**config.mk**
```make
export PLATFORM = sky130hd
export DESIGN_NAME = demux_sel_sequencer
export DESIGN_NICKNAME = d
export VERILOG_FILES = /design/src/rtl/demux_seq_pkg.sv /design/src/rtl/demux_sel_sequencer_rr_next_ch.sv /design/src/rtl/demux_sel_sequencer.sv
export SDC_FILE = /design/constraint.sdc
export NUM_CORES = 1
export LEC_CHECK = 0
export CORE_ASPECT_RATIO = 0.8
export CORE_MARGIN = 2
export CORE_UTILIZATION = 57
export CTS_BUF_LIST = sky130_fd_sc_hd__clkbuf_8
export CTS_CLUSTER_SIZE = 30
export DETAILED_ROUTE_END_ITERATION = 6
export PLACE_DENSITY = 0.91
export SETUP_SLACK_MARGIN = 0.02
export SLEW_MARGIN = 10
export SYNTH_ARGS = -nofsm -noshare
export SYNTH_HDL_FRONTEND = slang
export SYNTH_SLANG_ARGS = --single-unit
```
**constraint.sdc**
```tcl
create_clock -name clk -period 4.6 [get_ports clk]
set_input_delay 0.69 -clock clk [delete_from_list [all_inputs] [get_ports clk]]
set_output_delay 0.69 -clock clk [all_outputs]
set_load 0.01 [all_outputs]
```
**src/rtl/demux_seq_pkg.sv**
```systemverilog
// Shared types and helpers for the demux select sequencer.
// Optional GAP state is used only when SEQ_GAP_EN is defined.
package demux_seq_pkg;

    localparam int NUM_CH = 4;
    localparam int SEL_W  = 2;

    typedef enum logic [1:0] {
        IDLE,
        DWELL,
        GAP
    } state_t;

    // Cyclic search for the next set mask bit after cur; returns cur if none other is set.
    function automatic logic [SEL_W-1:0] next_ch(input logic [SEL_W-1:0] cur,
                                                 input logic [NUM_CH-1:0] mask);
        logic [SEL_W-1:0] idx;
        next_ch = cur;
        for (int i = NUM_CH - 1; i >= 1; i--) begin
            idx = cur + i[SEL_W-1:0];
            if (mask[idx]) next_ch = idx;
        end
    endfunction

endpackage

```
**src/rtl/demux_sel_sequencer_rr_next_ch.sv**
```systemverilog
// Round-robin next-channel finder; wrap flags that cur was the highest enabled channel.
module rr_next_ch
    import demux_seq_pkg::*;
(
    input  logic [NUM_CH-1:0] mask,
    input  logic [SEL_W-1:0]  cur,
    output logic [SEL_W-1:0]  next_idx,
    output logic              wrap
);

    assign next_idx = next_ch(cur, mask);
    // No enabled channel above cur means the search wrapped (or reselected cur).
    assign wrap     = (next_idx <= cur);

endmodule

```
**src/rtl/demux_sel_sequencer.sv**
```systemverilog
// Round-robin s0/s1 select generator with per-channel dwell for a 1x4 demux decoder.
// Define SEQ_GAP_EN to insert a break-before-make GAP cycle between dwells.
module demux_sel_sequencer
    import demux_seq_pkg::*;
#(
    parameter int DWELL_W = 4
) (
    input  logic               clk,
    input  logic               rst,
    input  logic               start,
    input  logic               stop,
    input  logic [NUM_CH-1:0]  ch_en,
    input  logic [DWELL_W-1:0] dwell,
    output logic               s0,
    output logic               s1,
    output logic               sel_valid,
    output logic               busy,
    output logic               frame_done
);

    localparam logic [DWELL_W-1:0] ONE = {{(DWELL_W-1){1'b0}}, 1'b1};

    state_t             state, state_n;
    logic [SEL_W-1:0]   ch, ch_n;
    logic [DWELL_W-1:0] cnt, cnt_n;
    logic [DWELL_W-1:0] dwell_r, dwell_n;
    logic [NUM_CH-1:0]  en_r, en_n;
    logic               stop_pend, stop_pend_n;
    logic               sel_valid_n, busy_n, frame_done_n;
    logic [SEL_W-1:0]   next_idx;
    logic               wrap;

    rr_next_ch u_next (
        .mask     (en_r),
        .cur      (ch),
        .next_idx (next_idx),
        .wrap     (wrap)
    );

    always_ff @(posedge clk or posedge rst) begin
        if (rst) begin
            state      <= IDLE;
            ch         <= '0;
            cnt        <= '0;
            dwell_r    <= '0;
            en_r       <= '0;
            stop_pend  <= 1'b0;
            sel_valid  <= 1'b0;
            busy       <= 1'b0;
            frame_done <= 1'b0;
        end else begin
            state      <= state_n;
            ch         <= ch_n;
            cnt        <= cnt_n;
            dwell_r    <= dwell_n;
            en_r       <= en_n;
            stop_pend  <= stop_pend_n;
            sel_valid  <= sel_valid_n;
            busy       <= busy_n;
            frame_done <= frame_done_n;
        end
    end

    always_comb begin
        state_n      = state;
        ch_n         = ch;
        cnt_n        = cnt;
        dwell_n      = dwell_r;
        en_n         = en_r;
        stop_pend_n  = stop_pend;
        sel_valid_n  = sel_valid;
        busy_n       = busy;
        frame_done_n = 1'b0;
        case (state)
            IDLE: begin
                if (start && (ch_en != '0)) begin
                    en_n        = ch_en;
                    dwell_n     = (dwell == '0) ? ONE : dwell;
                    ch_n        = next_ch(SEL_W'(NUM_CH - 1), ch_en);
                    cnt_n       = ONE;
                    stop_pend_n = 1'b0;
                    sel_valid_n = 1'b1;
                    busy_n      = 1'b1;
                    state_n     = DWELL;
                end
            end
            DWELL: begin
                if (stop) stop_pend_n = 1'b1;
                if (cnt == dwell_r) begin
                    frame_done_n = wrap;
                    cnt_n        = ONE;
                    if (wrap && stop_pend) begin
                        state_n     = IDLE;
                        ch_n        = '0;
                        sel_valid_n = 1'b0;
                        busy_n      = 1'b0;
                        stop_pend_n = 1'b0;
                    end else begin
`ifdef SEQ_GAP_EN
                        state_n     = GAP;
                        sel_valid_n = 1'b0;
`else
                        ch_n        = next_idx;
`endif
                    end
                end else begin
                    cnt_n = cnt + ONE;
                end
            end
`ifdef SEQ_GAP_EN
            GAP: begin
                // s0/s1 held on the outgoing channel during GAP; switch on exit.
                if (stop) stop_pend_n = 1'b1;
                state_n     = DWELL;
                ch_n        = next_idx;
                sel_valid_n = 1'b1;
            end
`endif
            default: begin
                state_n     = IDLE;
                ch_n        = '0;
                sel_valid_n = 1'b0;
                busy_n      = 1'b0;
            end
        endcase
    end

    assign s0 = ch[1];
    assign s1 = ch[0];

endmodule

```
==> results.txt, run 1 <==
clock sinks: 17
Critical Path Sink Type: flip-flop
initial antenna violation count: 0
final setup fails: 0
Initial Utilization: 59.5%
core area: 0.00161 mm²
row count: 13
commonest non-fill, non-tap cell in the layout: dfrtp_1
highest-count cells in the layout ignoring fill and taps: dfrtp_1 (17), clkdlybuf4s50_1 (16), inv_1 (6), nor2_1 (6)
final net count: 121
routability congestion estimate from global placement: 0.867
switch share: 39.3%
Port Buf Inserts: 16
Synth area leaders: dfrtp_1 (44%), mux2_4 (6.3%), mux2_2 (4.7%), xnor2_1 (4.6%), ha_1 (3.9%)
synthesis-to-layout area growth: 22.3%
CTS tree: done
Syn Area/Cell: 11.0 µm²
switching power: 355 µW
placed instance count: 123
DR DRC count: 0
ys flop type: dfrtp_1
internal power: 549 µW
clk slew on worst S/H paths: 0.06 ns
final core occ: 72.8%
fin cells: 127
Post-DP Area: 0.00113 mm²
post-CTS resize count: 0
combinational share of power: 53.8%
actual slew at the worst max-slew pin: 0.636 ns
num ports: 17
Fin Setup TNS: 0 ns
antenna viol nets, final: 0
Yosys reg bits: 17
RSZ-0062 raised after global routing: false
Mapped Cells: 87
number of fill cells: 106
worst vdd ir: 0.420 mV
Hold-fix buffers, CTS: 0
Slew HR: 57.5%
1st-pass router iterations: 4
PnR Total Power: 904 µW
WS Path Type: reg2reg
Worst Path Required: 4.74 ns
vias in the first global route: 682
P_leak: 0.525 nW
root buffer cell: clkbuf_8
fin area: 0.00117 mm²
Seq/Total Area, Yosys: 44.4%
latest clock arrival within the worst-skew pair: 0.25 ns
die extent in x: 49.8 µm
status: finished, final reports clean
Final Skew: 0.000649 ns
H-tree levels: 1
Startpoint Class: flip-flop
YS warnings: 0
PwrDens: 771 mW/mm²
register area: 425 µm²
area share of the largest cell type after synthesis: 44.4%
DR iter-0 viols: 9
final hold violation count: 0
via density per instance: 5.74
Post-synth ARST share: 100%
Global Route Usage Sum: 21.9%
n_diodes: 0
fin. max-slew vios: 0
final wirelength: 1.91 mm
Multi-input gate area: 495 µm²
DIE AREA: 0.00203 mm²
cts bufs inserted: 3
first-pass GRT wire length: 3.08 mm
biggest area consumer among synthesized cells: dfrtp_1
hpwl dp: 1.45 mm
Final Cycle Share: 51.0%
EDFF count, synth: 0
post-synth net total: 102
Die Span Y: 40.7 µm
Clk pwr share: 12.0%
total grt overflow: 0
Cell Area, Synth: 958 µm²
worst-path fanout max: 4
CTS Buffer Depth: 2
largest net degree at the start of global routing: 18
routed len/inst: 15.1 µm
via count: 729
max_cap viols: 0
Fmax: 426 MHz
Yosys cell types: 32
Hold Path Class: reg2reg
Arr. time, crit path: 2.48 ns
post-CTS setup buffer count: 0
Flop pwr share: 34.2%
layout cell share with drive strength beyond 1: 13.3%
fin crit period: 2.35 ns
==> stage by stage <==
stage / worst slack (ns) / hold WS [ns]
floorplan: 2.54 / 0.491
global placement: 2.23 / 0.524
detailed placement: 2.16 / 0.521
CTS: 2.26 / 0.540
global route: 2.07 / 0.562
finish: 2.25 / 0.534
==> routing by layer <==
layer / routed length [µm] / vias up / GRT usage (%)
met2: 880 / 21 / 37.0
met3: 88 / 5 / 5.84
met5: 0 / - / 0
li1: - / 354 / -
met1: 915 / 349 / 27.4
met4: 29 / 0 / 10.4
==> cells by family (layout without fill, tap and decap cells) <==
kind of cell               count (synthesis)  after routing  share of synthesized area [%]
adders and majority gates                  3              3                           3.92
xor gates and xnor gates                   5              5                           4.57
DFF                                       17             17                           44.4
buffers and inverters                      7             25                           3.92
muxes                                      8              8                           11.0
and+or+nand+nor                           24             24                           13.4
AOI/OAI and AO/OA                         23             23                           18.8
==> area by class of cell <==
class | count | area share, %
repair buffers | 16 | 13.7
multi-input cells | 63 | 42.3
clock inverters | 1 | 0.320
flip-flops and latches | 17 | 36.3
inverters | 5 | 1.60
well taps | 22 | 2.35
clock buffers | 3 | 3.52
==> final timing paths <==
check                      startpoint          to  slack [ns]  depth (start not counted)
max                           en_r[1]       ch[1]        2.25                          8
min                        dwell_r[1]  dwell_r[1]        0.53                          1
max reg2reg                   en_r[1]       ch[1]        2.25                          8
min reg2reg                dwell_r[1]  dwell_r[1]        0.53                          1
max in group asynchronous         rst      cnt[3]        3.37                          2
min in group asynchronous         rst  dwell_r[2]        0.82                          2
==> power groups by stage <==
| stage | combinational, mW | sequential [mW] | clock [mW] |
|---|---|---|---|
| finish | 0.487 | 0.309 | 0.109 |
| global route | 0.537 | 0.319 | 0.117 |
| CTS | 0.488 | 0.307 | 0.110 |
| detailed placement | 0.482 | 0.309 | 0 |
| global placement | 0.465 | 0.305 | 0 |
| floorplan | 0.370 | 0.293 | 0 |
==> registers in the layout, indices dropped and copies added (netlist names) <==
register and count:
stop_pend 1, frame_done 1, ch 2, dwell_r 4, busy 1, en_r 4, cnt 4
==> worst max-delay path, cell delays in order (launching register included) <==
cell	delay [ns]
dfrtp_1	0.41
nor2b_1	0.16
o21a_1	0.21
nor2_1	0.11
ha_1	0.26
nor2b_1	0.15
o311ai_1	0.50
o31ai_1	0.15
mux2_4	0.28
==> synthesized netlist by cell type (2+ instances only) <==
cell,n
a22o_1,2
a21o_1,3
dfrtp_1,17
mux2_4,4
xnor2_1,5
nand3_1,2
nand2_1,3
a31oi_1,3
ha_1,3
a21oi_1,5
nand2b_1,3
nor2_1,6
and3_1,2
nor2b_1,3
o21ai_0,2
mux2_2,4
inv_1,5
(Power assumes the default switching activity.)
==> run 2: changes to the inputs <==
Settings changed: CORE_UTILIZATION 57 to 53, PLACE_DENSITY 0.91 to 0.86.
Clock period 4.6 ns to 2.35 ns, I/O delays scaled along.
==> run 2 against run 1 <==
Effect of this change:
- sequential power increased by 93%
- via count increased by 4.4%
- clock-buffer cell count unchanged
- combinational power increased by 100%
- critical path depth increased by 1
- register-to-register slack got worse by 2.0 ns
- core utilization decreased by 1.7 points
- flip-flop and latch count unchanged
- global-route usage decreased by 2.3 points
- final area increased by 0.64%
- critical path type unchanged
- critical endpoint is now ch[0]
==> results.txt, run 2 (synthesis gave the netlist of run 1 again) <==
routed len/inst: 14.2 µm (was 15.1 µm)
Critical Path Start: en_r[1] (unchanged)
fin. max-slew vios: 0 (unchanged)
num ports: 17 (unchanged)
Worst Hold Margin: 0.480 ns (was 0.534 ns)
root buffer cell: clkbuf_8 (unchanged)
FF-to-FF Start: en_r[1] (unchanged)
WS Path Type: reg2reg (unchanged)
reg-to-reg slack, setup: 0.24 ns (was 2.25 ns)
final net count: 122 (was 121)
worst vdd ir: 0.852 mV (was 0.420 mV)
clk slew on worst S/H paths: 0.06 ns (about the same)
Worst Path Required: 2.49 ns (was 4.74 ns)
row count: 13 (unchanged)
DIE AREA: 0.00217 mm² (was 0.00203 mm²)
number of fill cells: 126 (was 106)
Arr. time, crit path: 2.25 ns (was 2.48 ns)
Hold Path Class: in2async (was reg2reg)
Fin Setup TNS: 0 ns (unchanged)
CTS tree: done (unchanged)
worst-path cell chain: nor2b_1 > o21a_1 > nor2_1 > ha_1 > nor2b_1 > o311ai_1 > buf_4 > a31oi_1 > o22a_1 (was nor2b_1 > o21a_1 > nor2_1 > ha_1 > nor2b_1 > o311ai_1 > o31ai_1 > mux2_4)
latest clock arrival within the worst-skew pair: 0.25 ns (about the same)
via density per instance: 5.95 (was 5.74)
largest net degree at the start of global routing: 18 (unchanged)
CTS Buffer Depth: 2 (unchanged)
cts bufs inserted: 3 (unchanged)
post-CTS setup buffer count: 0 (unchanged)
Critical Path Sink Type: flip-flop (unchanged)
Slew HR: 57.4% (was 57.5%)
R2R cell count: 9 (was 8)
final wirelength: 1.82 mm (was 1.91 mm)
Fmax: 474 MHz (was 426 MHz)
vias in the first global route: 722 (was 682)
hpwl dp: 1.44 mm (was 1.45 mm)
final setup fails: 0 (unchanged)
register area: 425 µm² (unchanged)
max_cap viols: 0 (unchanged)
final core occ: 71.1% (was 72.8%)
total grt overflow: 0 (unchanged)
commonest non-fill, non-tap cell in the layout: dfrtp_1 (unchanged)
Port Buf Inserts: 16 (unchanged)
Multi-input gate area: 495 µm² (unchanged)
Final Cycle Share: 89.7% (was 51.0%)
post-CTS resize count: 0 (unchanged)
status: finished, final reports clean (unchanged)
PnR Total Power: 1.80 mW (was 904 µW)
DR DRC count: 0 (unchanged)
final hold violation count: 0 (unchanged)
synthesis-to-layout area growth: 23.1% (was 22.3%)
initial antenna violation count: 0 (unchanged)
Initial Utilization: 57.8% (was 59.5%)
DR iter-0 viols: 19 (was 9)
Hold-fix buffers, CTS: 0 (unchanged)
layout cell share with drive strength beyond 1: 14.2% (was 13.3%)
Reg-to-Reg End: ch[0] (was ch[1])
fin cells: 128 (was 127)
fin crit period: 2.11 ns (was 2.35 ns)
Final Skew: 0.00170 ns (was 0.000649 ns)
Crit path top cell by count: nor2b_1 (unchanged)
CP max stage delay: 0.41 ns (was 0.50 ns)
antenna viol nets, final: 0 (unchanged)
routability congestion estimate from global placement: 0.890 (was 0.867)
Global Route Usage Sum: 19.7% (was 21.9%)
n_diodes: 0 (unchanged)
core area: 0.00166 mm² (was 0.00161 mm²)
actual slew at the worst max-slew pin: 0.638 ns (was 0.636 ns)
top flop regs: cnt: 4 flops, dwell_r: 4 flops, en_r: 4 flops (unchanged)
RSZ-0062 raised after global routing: false (unchanged)
clock sinks: 17 (unchanged)
P_leak: 0.529 nW (was 0.525 nW)
PwrDens: 1520 mW/mm² (was 771 mW/mm²)
die extent in x: 51.5 µm (was 49.8 µm)
end of the critical path: ch[0] (was ch[1])
Slowest-stage cell, CP: dfrtp_1 (was o311ai_1)
worst-path fanout max: 4 (unchanged)
H-tree levels: 1 (unchanged)
highest-count cells in the layout ignoring fill and taps: dfrtp_1 (17), clkdlybuf4s50_1 (16), inv_1 (6), nor2_1 (6) (unchanged)
first-pass GRT wire length: 3.17 mm (was 3.08 mm)
placed instance count: 124 (was 123)
Startpoint Class: flip-flop (unchanged)
via count: 761 (was 729)
1st-pass router iterations: 4 (unchanged)
Die Span Y: 42.0 µm (was 40.7 µm)
==> run 2: report_power, final <==
| part | leakage (nW) | internal (mW) | switching, mW | total (mW) |
|---|---|---|---|---|
| registers | 0.200 | 0.439 | 0.158 | 0.597 |
| logic | 0.302 | 0.559 | 0.431 | 0.990 |
| clock network | 0.0269 | 0.116 | 0.0954 | 0.211 |
==> run 2: stage by stage <==
stage | setup slack (ns) | cell area (µm²)
finish | 0.242 | 1180
global route | 0.0448 | 1180
CTS | 0.236 | 1180
detailed placement | 0.200 | 1130
global placement | 0.207 | 1130
floorplan | 0.291 | 958
==> run 2: worst min path at each step <==
stage                       to  slack, ns  cells after the start
finish                 en_r[2]       0.48                      2
global route        dwell_r[0]       0.56                      2
CTS                    en_r[2]       0.51                      2
detailed placement  dwell_r[1]       0.53                      1
global placement    dwell_r[3]       0.52                      1
floorplan                 busy       0.28                      1
==> run 2: worst max-delay path: cells and delay by family, from the launching register on <==
kind,cells,cell delay [ns]
buffers and inverters,1,0.19
adders and majority gates,1,0.26
DFF,1,0.41
and+or+nand+nor,3,0.42
AOI/OAI and AO/OA,4,0.72
==> run 2: final cells by class <==
| class | instances | area share, % |
|---|---|---|
| repair buffers | 17 | 14.2 |
| clock inverters | 1 | 0.318 |
| flip-flops and latches | 17 | 36.1 |
| clock buffers | 3 | 3.50 |
| inverters | 5 | 1.59 |
| well taps | 22 | 2.33 |
| multi-input cells | 63 | 42.0 |
==> run 2: metal layers <==
layer | vias up | GRT usage [%] | part of all wire, %
li1 | 356 | - | -
met4 | 0 | 4.74 | 1.2
met1 | 362 | 26.2 | 43
met3 | 5 | 7.50 | 8.9
met5 | - | 0 | 0
met2 | 38 | 30.3 | 47
